### src/rtl/irom_loader.sv
// Program-image loader for the CPU instruction ROM: parses a length-prefixed,
// XOR-checksummed byte stream into 16-bit words and releases the core on success.
module irom_loader #(
    parameter int DWIDTH = 16,
    parameter int AWIDTH = 12
) (
    input  logic              clk,
    input  logic              rst_n,
    input  logic              start,
    input  logic              in_valid,
    input  logic [7:0]        in_data,
    output logic              in_ready,
    output logic              wr_en,
    output logic [AWIDTH-1:0] wr_addr,
    output logic [DWIDTH-1:0] wr_data,
    output logic              cpu_en,
    output logic              busy,
    output logic              done,
    output logic              err
);

    localparam logic [2:0] S_IDLE  = 3'd0;
    localparam logic [2:0] S_LEN_H = 3'd1;
    localparam logic [2:0] S_LEN_L = 3'd2;
    localparam logic [2:0] S_DAT_H = 3'd3;
    localparam logic [2:0] S_DAT_L = 3'd4;
    localparam logic [2:0] S_CHK   = 3'd5;
    localparam logic [2:0] S_DONE  = 3'd6;
    localparam logic [2:0] S_ERR   = 3'd7;

    // Largest legal word count: a full IROM, so addresses never wrap.
    localparam logic [16:0] MAX_WORDS = 17'(1) << AWIDTH;

    logic [2:0]        state;
    logic [7:0]        len_h;
    logic [15:0]       len;
    logic [7:0]        hi_byte;
    logic [7:0]        chk;
    logic [AWIDTH:0]   cnt;
    logic [16:0]       cnt_nxt;
    logic [16:0]       len_in;
    logic              xfer;

    assign in_ready = (state == S_LEN_H) || (state == S_LEN_L) || (state == S_DAT_H) ||
                      (state == S_DAT_L) || (state == S_CHK);
    assign xfer     = in_valid & in_ready;
    assign cnt_nxt  = 17'(cnt) + 17'd1;
    assign len_in   = {1'b0, len_h, in_data};

    always_ff @(posedge clk or negedge rst_n) begin
        if (!rst_n) begin
            state   <= S_IDLE;
            len_h   <= '0;
            len     <= '0;
            hi_byte <= '0;
            chk     <= '0;
            cnt     <= '0;
            wr_en   <= 1'b0;
            wr_addr <= '0;
            wr_data <= '0;
            cpu_en  <= 1'b0;
            busy    <= 1'b0;
            done    <= 1'b0;
            err     <= 1'b0;
        end else begin
            wr_en <= 1'b0;
            case (state)
                S_IDLE, S_DONE, S_ERR: begin
                    if (start) begin
                        state  <= S_LEN_H;
                        done   <= 1'b0;
                        err    <= 1'b0;
                        cpu_en <= 1'b0;
                        chk    <= '0;
                        cnt    <= '0;
                        busy   <= 1'b1;
                    end
                end
                S_LEN_H: begin
                    if (xfer) begin
                        len_h <= in_data;
                        chk   <= chk ^ in_data;
                        state <= S_LEN_L;
                    end
                end
                S_LEN_L: begin
                    if (xfer) begin
                        len <= len_in[15:0];
                        chk <= chk ^ in_data;
                        if (len_in > MAX_WORDS) begin
                            state <= S_ERR;
                            err   <= 1'b1;
                            busy  <= 1'b0;
                        end else if (len_in == 17'd0) begin
                            state <= S_CHK;
                        end else begin
                            state <= S_DAT_H;
                        end
                    end
                end
                S_DAT_H: begin
                    if (xfer) begin
                        hi_byte <= in_data;
                        chk     <= chk ^ in_data;
                        state   <= S_DAT_L;
                    end
                end
                S_DAT_L: begin
                    if (xfer) begin
                        wr_en   <= 1'b1;
                        wr_data <= DWIDTH'({hi_byte, in_data});
                        wr_addr <= cnt[AWIDTH-1:0];
                        cnt     <= cnt_nxt[AWIDTH:0];
                        chk     <= chk ^ in_data;
                        state   <= (cnt_nxt < {1'b0, len}) ? S_DAT_H : S_CHK;
                    end
                end
                S_CHK: begin
                    if (xfer) begin
                        busy <= 1'b0;
                        if (in_data == chk) begin
                            state  <= S_DONE;
                            done   <= 1'b1;
                            cpu_en <= 1'b1;
                        end else begin
                            state <= S_ERR;
                            err   <= 1'b1;
                        end
                    end
                end
                default: state <= S_IDLE;
            endcase
        end
    end

endmodule

### config.mk
export PLATFORM = sky130hd
export DESIGN_NAME = irom_loader
export DESIGN_NICKNAME = d
export VERILOG_FILES = /design/src/rtl/irom_loader.sv
export SDC_FILE = /design/constraint.sdc
export NUM_CORES = 1
export LEC_CHECK = 0
export BUFFER_PORTS_ARGS = -buffer_cell sky130_fd_sc_hd__buf_2
export CORE_MARGIN = 5
export CORE_UTILIZATION = 30
export DETAILED_ROUTE_END_ITERATION = 12
export HOLD_SLACK_MARGIN = 0.06
export PLACE_DENSITY = 0.49
export SETUP_SLACK_MARGIN = 0.15
export SLEW_MARGIN = 20
export SYNTH_ARGS = -nofsm -noshare
export SYNTH_HDL_FRONTEND = slang
export SYNTH_SLANG_ARGS = --single-unit
### constraint.sdc
create_clock -name clk -period 2.6 [get_ports clk]
set_input_delay 0.52 -clock clk [delete_from_list [all_inputs] [get_ports clk]]
set_output_delay 0.52 -clock clk [all_outputs]
set_load 0.02 [all_outputs]
==> out/metrics.cfg <==
[placed_design]
routabilityCongestion = 0.753
dpl_cell_area_sq_um = 4840
portBuffers = 45
dp_hpwl_mm = 7.07
place_inst = 675

[clock_tree]
cts_made_buffers = 9
clkSinkCount = 88
htree_levels = 3
clkLatencyLatePin_ns = 0.34
cts_root_buf = clkbuf_16
cts.clk_slew.worst_paths_ns = 0.07
clk_path_buf_depth = 2
cts_tree = yes

[final_layout]
fin_area_sq_um = 5210
antenna_cells = 0
drive_gt1_share_pct = 25.2
nets = 533
final_cell_mix = 114 x nand2_1, 87 x dfrtp_1, 44 x buf_2, 31 x o21ai_0, 22 x buf_4
fillers = 1506
final_cells = 696
area_delta_synth_final_pct = 16.8
final_common_cell = nand2_1

[route]
first_pass_iters = 4
dr.first_iter.drc_count = 181
detail_route.wirelength_mm = 10.4
drc = 0
antenna_left = 0
viasPerCell = 4.75
wire_per_inst_um = 14.9
vias = 3306

[worst_hold_path]
hold_class = in -> async

[critical_path]
worstSetupPathType = reg -> reg
arrival_ns = 2.58
cp-start-kind = flop
slowest_delay_ns = 0.38
crit_fanout = 5
path_cells = and3_4 > and2_4 > nand3_1 > xnor2_1 > ha_1 > and2_4 > o2111ai_1 > o21ai_1 > a21oi_2 > a211o_1
crit_family = compound AO/OA/AOI/OAI gates
cp-end-kind = flop
cp_common_cell = and2_4
worstPathRequired_ns = 2.83
crit_path_top_delay_cell = dfrtp_1
cp_num_buf_inv = 0

[power_and_ir_drop]
static-leakage-power_uw = 0.00261
ir_worst_vdd_mv = 0.460
finalPower_uw = 5440
cellPowerDensity_nw_per_um2 = 1040

[timing]
period_share_pct = 90.1
setup_viol = 0
worstMarginPinSlew_ns = 0.757
fin_worst_skew_ns = 0.00697
hold_viol_final = 0
maxSlewHeadroom_pct = 49.5
setup_tns_ns = 0
rsz0062_at_grt = no
maxSlewViolCount = 0
hold_ws_ns = 0.251
fmax_mhz = 427
fin_crit_ns = 2.34

[global_route]
grtUsageTotal_pct = 12.4
grt_pass1_wl_mm = 17.5
grt_pass1_vias = 3418
grt_start_max_net_pins = 59
grt-ovfl-total = 0
antenna_found_initial = 0

[run_status]
status = completed

[flow_run]
maxCapViolations = 0

[synth]
ys_seq_area_share_pct = 49.4
ys.flop_type = dfrtp_1
yosysUniqueCellTypes = 53
yosys_register_bits = 88
async_flop_share_pct = 100
ys_warn_count = 0
synthCells = 463
synthesis.area_per_instance_sq_um = 9.63
syn_nets = 489
synth_area_sq_um = 4460
synth_edf_count = 0

[floorplanning]
core_sq_um = 14500
start_util_pct = 30.7
die_y_um = 132
rows = 44
dieWidth_um = 132
pin_count = 46
die-area_sq_um = 17400

## registers in the layout, summed over array words and instances, names as in the netlist
name / flops
wr_addr: 12
hi_byte: 8
busy: 1
wr_data: 16
len_h: 8
len: 16
cnt: 13
err: 1
chk: 8
state: 3
wr_en: 1
done: 1
## final timing paths
path	startpoint	to	slack, ns	depth (start not counted)
min in group clk	hi_byte[4]	wr_data[12]	0.46	2
setup reg to reg	cnt[4]	state[1]	0.26	10
setup / recovery	cnt[4]	state[1]	0.26	10
hold reg to reg	hi_byte[4]	wr_data[12]	0.46	2
max in group asynchronous	rst_n	len_h[7]	1.60	2
hold / removal	rst_n	wr_addr[4]	0.25	1
## cells by family after synthesis
logic type | count (synthesis) | share of synthesized area, %
adder cells (fa/ha/maj) | 14 | 3.93
XOR/XNOR | 20 | 3.93
AND/OR/NAND/NOR | 185 | 18.7
multiplexers | 23 | 5.81
buffers and inverters | 50 | 5.70
flip-flops | 88 | 49.4
AO/OA/AOI/OAI | 83 | 12.5
## stage by stage
| step | utilization, % | setup slack (ns) |
|---|---|---|
| after floorplan | - | 0.234 |
| after global placement | 33.3 | 0.174 |
| after detailed placement | 33.3 | 0.0490 |
| after CTS | 35.3 | 0.155 |
| after global routing | 35.8 | 0.119 |
| final | 35.8 | 0.258 |
## cells in the mapped netlist, types with 2 or more instances
cell	n	area share, %
nor2_1	17	1.4
nor3_1	4	0.45
or3_1	2	0.28
xnor2_1	8	1.6
clkbuf_1	4	0.34
dfrtp_1	88	49
buf_2	22	2.5
xor2_1	12	2.4
buf_6	4	1.0
ha_1	14	3.9
nor4_1	5	0.70
nand2_1	114	9.6
o211ai_1	2	0.34
a211o_1	3	0.59
a21oi_1	6	0.67
o31ai_1	5	0.84
and2_1	8	1.1
mux2_2	19	4.8
buf_4	2	0.34
mux2i_1	3	0.67
o21ai_2	8	1.6
a31oi_1	4	0.56
nand3_1	10	1.1
o21ai_1	5	0.56
nand4_1	2	0.28
a22o_1	5	0.98
inv_1	16	1.3
a21o_1	3	0.51
and3_1	5	0.70
o21ai_0	32	3.6
nand2b_1	9	1.3
## worst reg2reg max path, stage by stage, from the launching register on
cell       delay (ns)
dfrtp_1          0.38
and3_4           0.23
and2_4           0.18
nand3_1          0.12
xnor2_1          0.15
ha_1             0.30
and2_4           0.15
o2111ai_1        0.11
o21ai_1          0.22
a21oi_2          0.09
a211o_1          0.29
## cell type report
| type | instances | area [sq um] | share of cell area (%) |
|---|---|---|---|
| Timing Repair Buffer | 66 | 385 | 7.40 |
| Clock inverter | 6 | 48.8 | 0.937 |
| Sequential cell | 88 | 2200 | 42.3 |
| Multi-Input combinational cell | 325 | 2040 | 39.1 |
| Clock buffer | 10 | 239 | 4.59 |
| Tap cell | 184 | 230 | 4.42 |
| Inverter | 17 | 63.8 | 1.23 |
## metal layers
metal  GRT usage (%)  routed length (um)
met1            16.4                4890
met2            19.3                4850
met3            4.24                 566
met4            3.26                  97
met5               0                   0
## power breakdown
group / leakage [uW] / internal (uW) / switching [uW]
Combinational: 0.00134 / 817 / 1190
Clock: 0.000144 / 686 / 571
Sequential: 0.00113 / 1850 / 331
Total: 0.00261 / 3350 / 2090
## timing repair
| action | CTS | global route |
|---|---|---|
| endpoints found under the setup margin | 2 | 2 |
| gates cloned | 0 | 0 |
| endpoints found under the hold margin | 0 | 0 |
| resized for setup | 3 | 10 |
| pin swaps | 1 | 9 |
| setup buffers | 0 | 5 |
| hold buffers | 0 | 0 |
Power figures use the tool's default switching activity.
